## config.mk

```make
export PLATFORM = sky130hd
export DESIGN_NAME = jtag_tap_driver_flat
export DESIGN_NICKNAME = d
export VERILOG_FILES = /design/src/rtl/jtag_pkg.sv /design/src/rtl/jtag_tap_driver_if.sv /design/src/rtl/jtag_tap_tracker.sv /design/src/rtl/jtag_tap_driver.sv /design/src/flat_wrapper.sv
export SDC_FILE = /design/constraint.sdc
export NUM_CORES = 1
export LEC_CHECK = 0
export CAP_MARGIN = 30
export CORE_ASPECT_RATIO = 2
export CORE_MARGIN = 2
export CORE_UTILIZATION = 30
export CTS_BUF_LIST = sky130_fd_sc_hd__clkbuf_8
export DETAILED_ROUTE_END_ITERATION = 16
export GPL_ROUTABILITY_DRIVEN = 0
export GPL_TIMING_DRIVEN = 0
export SYNTH_ARGS = -nofsm -noshare
export SYNTH_HDL_FRONTEND = slang
export SYNTH_SLANG_ARGS = --single-unit
```

## constraint.sdc

```tcl
create_clock -name Clock -period 6.2 [get_ports Clock]
set_clock_uncertainty 0.15 [all_clocks]
set_input_delay 1.24 -clock Clock [delete_from_list [all_inputs] [get_ports Clock]]
set_output_delay 1.24 -clock Clock [all_outputs]
set_load 0.01 [all_outputs]
```

## src/rtl/jtag_pkg.sv

```systemverilog
// Shared encodings for the JTAG host driver: IEEE 1149.1 TAP states,
// controller states and the length of the TAP reset sequence.
package jtag_pkg;

  localparam logic [3:0] TAP_EXIT2_DR  = 4'h0;
  localparam logic [3:0] TAP_EXIT1_DR  = 4'h1;
  localparam logic [3:0] TAP_SHIFT_DR  = 4'h2;
  localparam logic [3:0] TAP_PAUSE_DR  = 4'h3;
  localparam logic [3:0] TAP_SEL_IR    = 4'h4;
  localparam logic [3:0] TAP_UPD_DR    = 4'h5;
  localparam logic [3:0] TAP_CAP_DR    = 4'h6;
  localparam logic [3:0] TAP_SEL_DR    = 4'h7;
  localparam logic [3:0] TAP_EXIT2_IR  = 4'h8;
  localparam logic [3:0] TAP_EXIT1_IR  = 4'h9;
  localparam logic [3:0] TAP_SHIFT_IR  = 4'hA;
  localparam logic [3:0] TAP_PAUSE_IR  = 4'hB;
  localparam logic [3:0] TAP_RTI       = 4'hC;
  localparam logic [3:0] TAP_UPD_IR    = 4'hD;
  localparam logic [3:0] TAP_CAP_IR    = 4'hE;
  localparam logic [3:0] TAP_TLR       = 4'hF;

  typedef enum logic [1:0] {
    C_RST_SEQ,
    C_IDLE,
    C_SCAN,
    C_FINISH
  } ctl_e;

  localparam int RST_SEQ_LEN = 6;

endpackage

```

## src/rtl/jtag_tap_driver_if.sv

```systemverilog
// Request/response and JTAG pin bundle of the host driver.
// slave: the driver itself; master: the requester plus the target's TDO.
interface jtag_tap_driver_if #(
  parameter int MAX_LEN = 32,
  parameter int LEN_W   = $clog2(MAX_LEN + 1)
);

  logic               Start;
  logic               IsIR;
  logic [LEN_W-1:0]   Length;
  logic [MAX_LEN-1:0] DataIn;
  logic               TDO;
  logic               TCK;
  logic               TMS;
  logic               TDI;
  logic [MAX_LEN-1:0] DataOut;
  logic               Busy;
  logic               Done;
  logic               Err;
  logic [3:0]         TapState;

  modport slave (
    input  Start, IsIR, Length, DataIn, TDO,
    output TCK, TMS, TDI, DataOut,
    output Busy, Done, Err, TapState
  );

  modport master (
    output Start, IsIR, Length, DataIn, TDO,
    input  TCK, TMS, TDI, DataOut,
    input  Busy, Done, Err, TapState
  );

endinterface

```

## src/rtl/jtag_tap_tracker.sv

```systemverilog
// Mirror of the target's 16-state TAP controller, advanced on each
// rising TCK with the TMS value being driven.
module jtag_tap_tracker
  import jtag_pkg::*;
(
  input  logic       Clock,
  input  logic       Reset_n,
  input  logic       tck_rise,
  input  logic       tms,
  output logic [3:0] state
);

  logic [3:0] state_q, state_d;

  always_ff @(posedge Clock or negedge Reset_n) begin
    if (!Reset_n) state_q <= TAP_TLR;
    else          state_q <= state_d;
  end

  always_comb begin
    state_d = state_q;
    if (tck_rise) begin
      unique case (state_q)
        TAP_TLR:      state_d = tms ? TAP_TLR      : TAP_RTI;
        TAP_RTI:      state_d = tms ? TAP_SEL_DR   : TAP_RTI;
        TAP_SEL_DR:   state_d = tms ? TAP_SEL_IR   : TAP_CAP_DR;
        TAP_CAP_DR:   state_d = tms ? TAP_EXIT1_DR : TAP_SHIFT_DR;
        TAP_SHIFT_DR: state_d = tms ? TAP_EXIT1_DR : TAP_SHIFT_DR;
        TAP_EXIT1_DR: state_d = tms ? TAP_UPD_DR   : TAP_PAUSE_DR;
        TAP_PAUSE_DR: state_d = tms ? TAP_EXIT2_DR : TAP_PAUSE_DR;
        TAP_EXIT2_DR: state_d = tms ? TAP_UPD_DR   : TAP_SHIFT_DR;
        TAP_UPD_DR:   state_d = tms ? TAP_SEL_DR   : TAP_RTI;
        TAP_SEL_IR:   state_d = tms ? TAP_TLR      : TAP_CAP_IR;
        TAP_CAP_IR:   state_d = tms ? TAP_EXIT1_IR : TAP_SHIFT_IR;
        TAP_SHIFT_IR: state_d = tms ? TAP_EXIT1_IR : TAP_SHIFT_IR;
        TAP_EXIT1_IR: state_d = tms ? TAP_UPD_IR   : TAP_PAUSE_IR;
        TAP_PAUSE_IR: state_d = tms ? TAP_EXIT2_IR : TAP_PAUSE_IR;
        TAP_EXIT2_IR: state_d = tms ? TAP_UPD_IR   : TAP_SHIFT_IR;
        TAP_UPD_IR:   state_d = tms ? TAP_SEL_DR   : TAP_RTI;
        default:      state_d = TAP_TLR;
      endcase
    end
  end

  assign state = state_q;

endmodule

```

## src/rtl/jtag_tap_driver.sv

```systemverilog
// JTAG host initiator: turns a parallel IR/DR scan request into the
// TCK/TMS/TDI sequence and returns the captured TDO bits in parallel.
module jtag_tap_driver
  import jtag_pkg::*;
#(
  parameter int MAX_LEN = 32,
  parameter int DIV     = 2,
  parameter int LEN_W   = $clog2(MAX_LEN + 1)
) (
  input logic              Clock,
  input logic              Reset_n,
  jtag_tap_driver_if.slave bus
);

  localparam int CW = LEN_W + 3;
  localparam int DW = (DIV > 1) ? $clog2(DIV) : 1;

  ctl_e               st_q, st_d;
  logic [DW-1:0]      div_q, div_d;
  logic               tck_q, tck_d;
  logic               tms_q, tms_d;
  logic               tdi_q, tdi_d;
  logic [CW-1:0]      cnt_q, cnt_d;
  logic               isir_q, isir_d;
  logic [LEN_W-1:0]   len_q, len_d;
  logic [MAX_LEN-1:0] sh_q, sh_d;
  logic [MAX_LEN-1:0] mask_q, mask_d;
  logic [MAX_LEN-1:0] dout_q, dout_d;
  logic               ran_q, ran_d;
  logic               rej_q, rej_d;

  logic [3:0]    tap;
  logic          run, tick, rise, fall;
  logic          len_ok, in_shift;
  logic [CW-1:0] pre, shl, last, nxt;

  jtag_tap_tracker u_trk (
    .Clock    (Clock),
    .Reset_n  (Reset_n),
    .tck_rise (rise),
    .tms      (tms_q),
    .state    (tap)
  );

  assign run  = (st_q == C_RST_SEQ) || (st_q == C_SCAN);
  assign tick = (div_q == DW'(DIV - 1));
  assign rise = run && tick && !tck_q;
  assign fall = run && tick && tck_q;

  assign len_ok   = (bus.Length != '0) &&
                    (bus.Length <= LEN_W'(MAX_LEN));
  assign in_shift = (tap == TAP_SHIFT_DR) ||
                    (tap == TAP_SHIFT_IR);

  // TCK indices: pre = first shift TCK, shl = last shift TCK
  assign pre  = isir_q ? CW'(4) : CW'(3);
  assign shl  = pre + CW'(len_q) - CW'(1);
  assign last = (st_q == C_RST_SEQ) ? CW'(RST_SEQ_LEN - 1)
                                    : shl + CW'(2);
  assign nxt  = cnt_q + CW'(1);

  always_ff @(posedge Clock or negedge Reset_n) begin
    if (!Reset_n) begin
      st_q   <= C_RST_SEQ;
      div_q  <= '0;
      tck_q  <= 1'b0;
      tms_q  <= 1'b1;
      tdi_q  <= 1'b0;
      cnt_q  <= '0;
      isir_q <= 1'b0;
      len_q  <= '0;
      sh_q   <= '0;
      mask_q <= '0;
      dout_q <= '0;
      ran_q  <= 1'b0;
      rej_q  <= 1'b0;
    end else begin
      st_q   <= st_d;
      div_q  <= div_d;
      tck_q  <= tck_d;
      tms_q  <= tms_d;
      tdi_q  <= tdi_d;
      cnt_q  <= cnt_d;
      isir_q <= isir_d;
      len_q  <= len_d;
      sh_q   <= sh_d;
      mask_q <= mask_d;
      dout_q <= dout_d;
      ran_q  <= ran_d;
      rej_q  <= rej_d;
    end
  end

  always_comb begin
    st_d   = st_q;
    div_d  = div_q;
    tck_d  = tck_q;
    tms_d  = tms_q;
    tdi_d  = tdi_q;
    cnt_d  = cnt_q;
    isir_d = isir_q;
    len_d  = len_q;
    sh_d   = sh_q;
    mask_d = mask_q;
    dout_d = dout_q;
    ran_d  = ran_q;
    rej_d  = 1'b0;

    if (run) begin
      if (tick) begin
        div_d = '0;
        tck_d = ~tck_q;
      end else begin
        div_d = div_q + DW'(1);
      end
    end

    // Tracker state is still the pre-edge one, so the exit edge counts
    if (rise && in_shift) begin
      dout_d = dout_q | (bus.TDO ? mask_q : '0);
      mask_d = mask_q << 1;
    end

    unique case (st_q)
      C_RST_SEQ: begin
        if (fall) begin
          cnt_d = nxt;
          tms_d = (nxt < CW'(RST_SEQ_LEN - 1));
          if (cnt_q == last) begin
            st_d  = C_FINISH;
            cnt_d = '0;
            tms_d = 1'b0;
          end
        end
      end
      C_IDLE: begin
        if (bus.Start) begin
          if (len_ok) begin
            st_d   = C_SCAN;
            isir_d = bus.IsIR;
            len_d  = bus.Length;
            sh_d   = bus.DataIn;
            dout_d = '0;
            mask_d = MAX_LEN'(1);
            cnt_d  = '0;
            div_d  = '0;
            tms_d  = 1'b1;
            tdi_d  = 1'b0;
            ran_d  = 1'b1;
          end else begin
            rej_d = 1'b1;
          end
        end
      end
      C_SCAN: begin
        if (fall) begin
          cnt_d = nxt;
          tms_d = (isir_q && (nxt == CW'(1))) ||
                  (nxt == shl) ||
                  (nxt == shl + CW'(1));
          tdi_d = 1'b0;
          if ((nxt >= pre) && (nxt <= shl)) begin
            tdi_d = sh_q[0];
            sh_d  = sh_q >> 1;
          end
          if (cnt_q == last) begin
            st_d  = C_FINISH;
            cnt_d = '0;
            tms_d = 1'b0;
            tdi_d = 1'b0;
          end
        end
      end
      C_FINISH: st_d = C_IDLE;
      default:  st_d = C_RST_SEQ;
    endcase
  end

  assign bus.TCK      = tck_q;
  assign bus.TMS      = tms_q;
  assign bus.TDI      = tdi_q;
  assign bus.DataOut  = dout_q;
  assign bus.Busy     = run;
  // The post-reset sequence also passes FINISH but reports nothing
  assign bus.Done     = ((st_q == C_FINISH) && ran_q) || rej_q;
  assign bus.Err      = rej_q;
  assign bus.TapState = tap;

endmodule

```

## src/flat_wrapper.sv

```systemverilog
// flat-port wrapper written by rule: the top's interface ports become plain ports
module jtag_tap_driver_flat import jtag_pkg::*;
#(
  parameter int MAX_LEN = 32,
  parameter int DIV     = 2,
  parameter int LEN_W   = $clog2(MAX_LEN + 1)
)
  (Clock, Reset_n, bus_Start, bus_IsIR, bus_Length, bus_DataIn, bus_TDO, bus_TCK, bus_TMS, bus_TDI, bus_DataOut, bus_Busy, bus_Done, bus_Err, bus_TapState);
  jtag_tap_driver_if #(.MAX_LEN(MAX_LEN), .LEN_W(LEN_W)) bus_i ();
  input logic Clock;
  input logic Reset_n;
  input wire logic [$bits(bus_i.Start)-1:0] bus_Start;
  input wire logic [$bits(bus_i.IsIR)-1:0] bus_IsIR;
  input wire logic [$bits(bus_i.Length)-1:0] bus_Length;
  input wire logic [$bits(bus_i.DataIn)-1:0] bus_DataIn;
  input wire logic [$bits(bus_i.TDO)-1:0] bus_TDO;
  output wire logic [$bits(bus_i.TCK)-1:0] bus_TCK;
  output wire logic [$bits(bus_i.TMS)-1:0] bus_TMS;
  output wire logic [$bits(bus_i.TDI)-1:0] bus_TDI;
  output wire logic [$bits(bus_i.DataOut)-1:0] bus_DataOut;
  output wire logic [$bits(bus_i.Busy)-1:0] bus_Busy;
  output wire logic [$bits(bus_i.Done)-1:0] bus_Done;
  output wire logic [$bits(bus_i.Err)-1:0] bus_Err;
  output wire logic [$bits(bus_i.TapState)-1:0] bus_TapState;
  assign bus_i.Start = bus_Start;
  assign bus_i.IsIR = bus_IsIR;
  assign bus_i.Length = bus_Length;
  assign bus_i.DataIn = bus_DataIn;
  assign bus_i.TDO = bus_TDO;
  assign bus_TCK = bus_i.TCK;
  assign bus_TMS = bus_i.TMS;
  assign bus_TDI = bus_i.TDI;
  assign bus_DataOut = bus_i.DataOut;
  assign bus_Busy = bus_i.Busy;
  assign bus_Done = bus_i.Done;
  assign bus_Err = bus_i.Err;
  assign bus_TapState = bus_i.TapState;
  jtag_tap_driver #(.MAX_LEN(MAX_LEN), .DIV(DIV), .LEN_W(LEN_W)) u_core (.Clock(Clock), .Reset_n(Reset_n), .bus(bus_i));
endmodule
```

# ---- Yosys cells after proc, flatten, opt, wreduce, memory -nomap -nowiden
# Index checks and enable logic that the tools add are counted.
dict set report op_classes {
  n_addsub 6
  order_cmp 4
  eq_ne 29
  mux 60
  n_bitwise 2
  n_reduce_logical 31
}
# op count
set ops {}
lappend ops {{two-way mux 32 bit} 13}
lappend ops {{one-hot mux 32 bit (2 select lines)} 1}
lappend ops {{one-hot mux 4 bit (12 select lines)} 1}
lappend ops {{two-way mux 9 bit} 5}
lappend ops {{== test 4 bit (second input constant)} 8}
lappend ops {{OR 32 bit} 1}
lappend ops {{== test 9 bit} 3}
lappend ops {{two-way mux 1 bit} 20}
lappend ops {{two-way mux 2 bit} 10}
lappend ops {{adder 9 x 1 -> 9 bit (second input constant)} 2}
lappend ops {{one-hot mux 9 bit (2 select lines)} 1}
lappend ops {{== test 4 x 3 -> 1 bit (second input constant)} 4}
lappend ops {{two-way mux 3 bit} 5}
lappend ops {{AND reduction 4 bit} 3}
lappend ops {{!= test 2 x 1 -> 1 bit (second input constant)} 5}
lappend ops {{AND reduction 5 bit} 2}
lappend ops {{adder 9 x 2 -> 9 bit (second input constant)} 1}
lappend ops {{adder 9 x 6 -> 9 bit} 1}
lappend ops {{== test 9 x 1 -> 1 bit (second input constant)} 1}
lappend ops {{>= comparator 9 bit} 1}
lappend ops {{<= comparator 9 bit} 1}
lappend ops {{< comparator 9 x 3 -> 1 bit (second input constant)} 1}
lappend ops {{subtractor 9 x 1 -> 9 bit (second input constant)} 1}
lappend ops {{== test 4 x 2 -> 1 bit (second input constant)} 2}
lappend ops {{other kinds (23)} 39}
dict set report word_totals {
  regBits 124
  out_inout_bits 42
  wordCells 146
}

# ---- Logic depth before layout (Yosys ltp)
dict set report depth {
  ltp_word 9
  ltp_mapped 19
  mapped_depth_nobuf 17
}

# ---- Cells and area by module
# Synthesis repeated with hierarchy kept, for this count alone.
dict set report hier_totals {
  cells_unflattened 669
  area_unflattened_um2 6740.2
}
# mod n_inst cells_per_inst area_per_inst_um2
set by_module_without_submodules {}
lappend by_module_without_submodules {jtag_tap_driver 1 646 6483.7}
lappend by_module_without_submodules {jtag_tap_tracker 1 23 256.5}

# ---- Worst setup path after synthesis
# OpenSTA, ideal clock, no wires.
dict set report synth_path {
  kind {reg2reg}
  startpoint {reg u_core.isir_q}
  endpoint {reg u_core.sh_q[10]}
  setup_time_ps 78
  arrival_time_ps 3872
  t_required_ps 5972
  slack_ps 2100
  path_stages_with_launch 17
  path_buffers 2
  cell_sequence {dfrtp_1 ha_1 inv_1 ha_1 fa_1 a211o_1 a21oi_1 nor2_1 ha_1 o21ai_0 a21oi_1 o41ai_1 nand4_1 and2_1 clkbuf_1 clkbuf_1 a21oi_1}
}
dict set report synth_between {
  elab_chain_len 7
  elab_cells_between_ends 8
}
# item line_no
set synth_lines {}
lappend synth_lines {{start: declaration} jtag_tap_driver.sv:24} ;# logic isir_q, isir_d;
lappend synth_lines {{start signal: assignment} jtag_tap_driver.sv:84} ;# isir_q <= isir_d;
lappend synth_lines {{two-way mux 3 bit *} jtag_tap_driver.sv:56} ;# assign pre = isir_q ? CW'(4) : CW'(3);
lappend synth_lines {{adder 9 x 6 -> 9 bit} jtag_tap_driver.sv:57} ;# assign shl = pre + CW'(len_q) - CW'(1);
lappend synth_lines {{subtractor 9 x 1 -> 9 bit} jtag_tap_driver.sv:57}
lappend synth_lines {{<= comparator 9 bit} jtag_tap_driver.sv:162} ;# if ((nxt >= pre) && (nxt <= shl)) begin
lappend synth_lines {{logical AND 1 bit *} jtag_tap_driver.sv:162}
lappend synth_lines {{!= test 2 bit (no line) *} -}
lappend synth_lines {{AND reduction 5 bit (no line) *} -}
lappend synth_lines {{end signal: assignment} jtag_tap_driver.sv:72} ;# sh_q <= '0;
lappend synth_lines {{end signal: assignment} jtag_tap_driver.sv:86} ;# sh_q <= sh_d;
lappend synth_lines {{end: declaration} jtag_tap_driver.sv:26} ;# logic [MAX_LEN-1:0] sh_q, sh_d;
# Every way passes the cells marked *; elsewhere a longest branch is shown, timed or not.
# A chain may end at the register's enable or synchronous reset.

# ---- Worst setup path after layout
dict set report layout_path {
  startpoint {reg u_core.isir_q}
  endpoint {reg u_core.sh_q[28]}
}
# The elaborated chain is that of the path after synthesis.

==> flow_summary.toml <==
[yosys]
netlist_area_um2 = 6793
yosysWarnings = 0
async_reset_ff_share_pct = 100.0
synth_top_flop_cell = "dfrtp_1"
post-synth-top-area-fraction_pct = 43.84
synthesis.nets = 842
avgSynthCellArea_um2 = 8.868
synth-seq-cells = 124
synthTopCellsByCount = "dfrtp_1, a21oi_1, nand2_1, inv_1, nor2_1"
synth_area_leaders = "dfrtp_1, a21oi_1, ha_1"
synth_largest_area_cell = "dfrtp_1"
synthDistinctLibCells = 61
synth_edf_count = 0
post-synth-top-count-cell = "dfrtp_1"
seq_area_frac_synth_pct = 45.77
syn_inst = 766

[drt]
firstDrtPassIters = 4
drtIter0Drc = 240
via_count = 5893
drc = 0
ant_nets = 0
wl_um = 18630
wl_per_cell_um = 16.06
drt-vias-per-instance = 5.080

[floorplanning]
initial_utilization_pct = 30.65
placementRows = 77
coreArea_um2 = 22160
die-area_um2 = 23930
ios = 85
die_h_um = 216.8
chipWidth_um = 110.4

[pwr]
power_density_nw_per_um2 = 557.0
totalPowerFinal_mw = 4.717
ir_drop_mv = 0.2697
p_leak_nw = 3.677

[grt]
grt_overflow = 0
antenna_found_initial = 0
grt_max_degree = 92
track_usage_pct = 16.07
grt_pass1_wl_um = 30870
grt_pass1_vias = 6107

[clock_tree]
cts_resized = 0
htree_levels = 4
clkTransAtPathRegs_ns = 0.08
cts_buffer_depth = 2
holdBufCountCts = 0
tritoncts = "built"
cts_root_buf = "clkbuf_8"
cts_setup_buffers = 0
clk_latency_ns = 0.44
cts_sinks = 124
cts_buffers = 17

[placed_design]
dp_hpwl_um = 14260
dp_slack_ns = 0.8476
port_buffers = 84
dpl_cell_area_um2 = 8011

[hold_path]
hold_path_class = "reg2reg"

[worst_setup_path]
crit_arrival_ns = 5.46
path_cells = "ha_1, inv_1, ha_1, fa_1, a211oi_1, nor2_1, nor2_1, ha_1, o21ai_0, a21oi_1, o41ai_1, nand4_1, and2_1, clkbuf_1, clkbuf_1, a21oi_1"
worst-setup-path-type = "reg2reg"
critPathCaptureType = "register"
path_max_fanout = 10
slowest_delay_ns = 0.77
cp_num_buf_inv = 3
crit_path_start_kind = "register"
cp_slowest_cell = "o41ai_1"
path_common_cell = "ha_1"
critPathTopFamily = "compound AO/OA/AOI/OAI gates"
required_ns = 6.41

[timing]
worstMarginPinSlew_ns = 0.9127
setup_viol = 0
rsz0062_at_grt = "no"
max_freq_mhz = 190.3
min_period_ns = 5.254
final.setup.worst_slack_ns = 0.9461
min_period_over_period_pct = 84.74
max_slew_margin_pct = 38.30
slew_violations = 0
finalHoldViolCount = 0

[outcome]
status = "finished clean"

[cells_and_area]
drive_above_1_share_pct = 6.787
antennaDiodeCount = 0
final_cell_area_um2 = 8468
n_fill_cell = 2316
area_delta_synth_final_pct = 24.66
multi_input_area_um2 = 3262
layout.nets = 947
area.sequential_um2 = 3109

[job]
cap_violations = 0
-- metrics by stage --
stage          std cells  hold WS (ns)  util (%)  setup TNS [ns]
4_1_cts             1160        0.3502     38.22               0
3_5_place_dp        1128        0.3325     36.15               0
3_3_place_gp        1126        0.3265     36.01         -154.29
2_1_floorplan        766        0.2900         -               0
5_1_grt             1160        0.3654     38.22               0
6_report            1160        0.3449     38.22               0
-- layout make-up --
cell class	count	share of cell area [%]
plain buffers	45	2.009
clock buffers	20	3.251
clock inverters	12	2.142
inverters	67	2.970
multi-input cells	530	38.52
flip-flops and latches	124	36.72
well taps	276	4.078
repair buffers	86	10.31
-- per-layer routing --
layer	up-vias	share of wire (%)	wire (µm)	GRT usage [%]
met5	-	0	0	0
met4	0	5.0	927	9.250
met3	54	2.7	505	2.840
met2	122	55	10290	30.41
met1	2827	37	6903	16.33
li1	2890	-	-	-
-- state kept, by name, indices dropped and copies added, names as in the netlist --
name and cells:
u_core.bus.DataOut 32, u_core.bus.Err 1, u_core.bus.TCK 1, u_core.bus.TDI 1
u_core.bus.TMS 1, u_core.cnt_q 9, u_core.div_q 1, u_core.isir_q 1
u_core.len_q 6, u_core.mask_q 32, u_core.ran_q 1, u_core.sh_q 32
u_core.st_q 2, u_core.u_trk.state 4
-- power breakdown --
group          leakage (nW)  switching [mW]  total, mW  internal (mW)
Clock                 0.224           0.338      0.813          0.474
Combinational          1.87            1.66       2.73           1.06
Sequential             1.58           0.152       1.18           1.03
-- layout by cell type, fill, tap and decap left out, types with 4 or more instances in the layout --
cell,synthesis,routed
dfrtp_1,119,119
a21oi_1,111,111
nand2_1,93,93
clkdlybuf4s50_1,0,83
inv_1,66,67
nor2_1,58,58
clkbuf_1,42,42
o22ai_1,35,35
ha_1,32,32
o21ai_0,28,28
nand3_1,21,21
clkbuf_8,0,20
xnor2_1,17,17
nand4_1,8,8
nor3_1,8,8
xor2_1,8,8
o41ai_1,8,8
a31oi_1,6,6
nor2b_1,6,6
a21o_1,5,5
nand2b_1,5,5
dfstp_2,5,5
or3_1,4,4
o21a_1,4,4
a211oi_1,4,4
or2_2,4,4
nor3b_1,4,4
nor4_1,4,4
o31ai_1,4,4
inv_6,0,4
bufinv_16,0,4
-- kinds of logic after synthesis --
| family | share of synthesized area [%] |
|---|---|
| AND/OR/NAND/NOR | 15.36 |
| adder cells (fa/ha/maj) | 6.189 |
| XOR/XNOR | 3.702 |
| flip-flops | 45.77 |
| AO/OA/AOI/OAI | 22.33 |
| multiplexers | 0.4421 |
| buffers and inverters | 6.207 |
-- worst register-to-register path: stages, from the launching register on --
cell	delay [ns]
dfrtp_1	0.45
ha_1	0.30
inv_1	0.04
ha_1	0.25
fa_1	0.46
a211oi_1	0.61
nor2_1	0.18
nor2_1	0.31
ha_1	0.30
o21ai_0	0.08
a21oi_1	0.07
o41ai_1	0.77
nand4_1	0.37
and2_1	0.27
clkbuf_1	0.12
clkbuf_1	0.23
a21oi_1	0.22
-- worst paths after layout --
path | endpoint | cells after the start | slack, ns | start
worst max-delay path | u_core.sh_q[28]$_DFFE_PN0P_ | 16 | 0.95 | u_core.isir_q$_DFFE_PN0P_
worst min-delay path | u_core.bus.DataOut[19]$_DFF_PN0_ | 2 | 0.34 | u_core.bus.DataOut[19]$_DFF_PN0_
worst max register to register | u_core.sh_q[28]$_DFFE_PN0P_ | 16 | 0.95 | u_core.isir_q$_DFFE_PN0P_
worst min register to register | u_core.bus.DataOut[19]$_DFF_PN0_ | 2 | 0.34 | u_core.bus.DataOut[19]$_DFF_PN0_
max in group asynchronous | u_core.cnt_q[5]$_DFFE_PN0P_ | 2 | 4.59 | Reset_n
min in group asynchronous | u_core.bus.DataOut[11]$_DFF_PN0_ | 1 | 0.53 | Reset_n
Power figures use the tool's default switching activity.
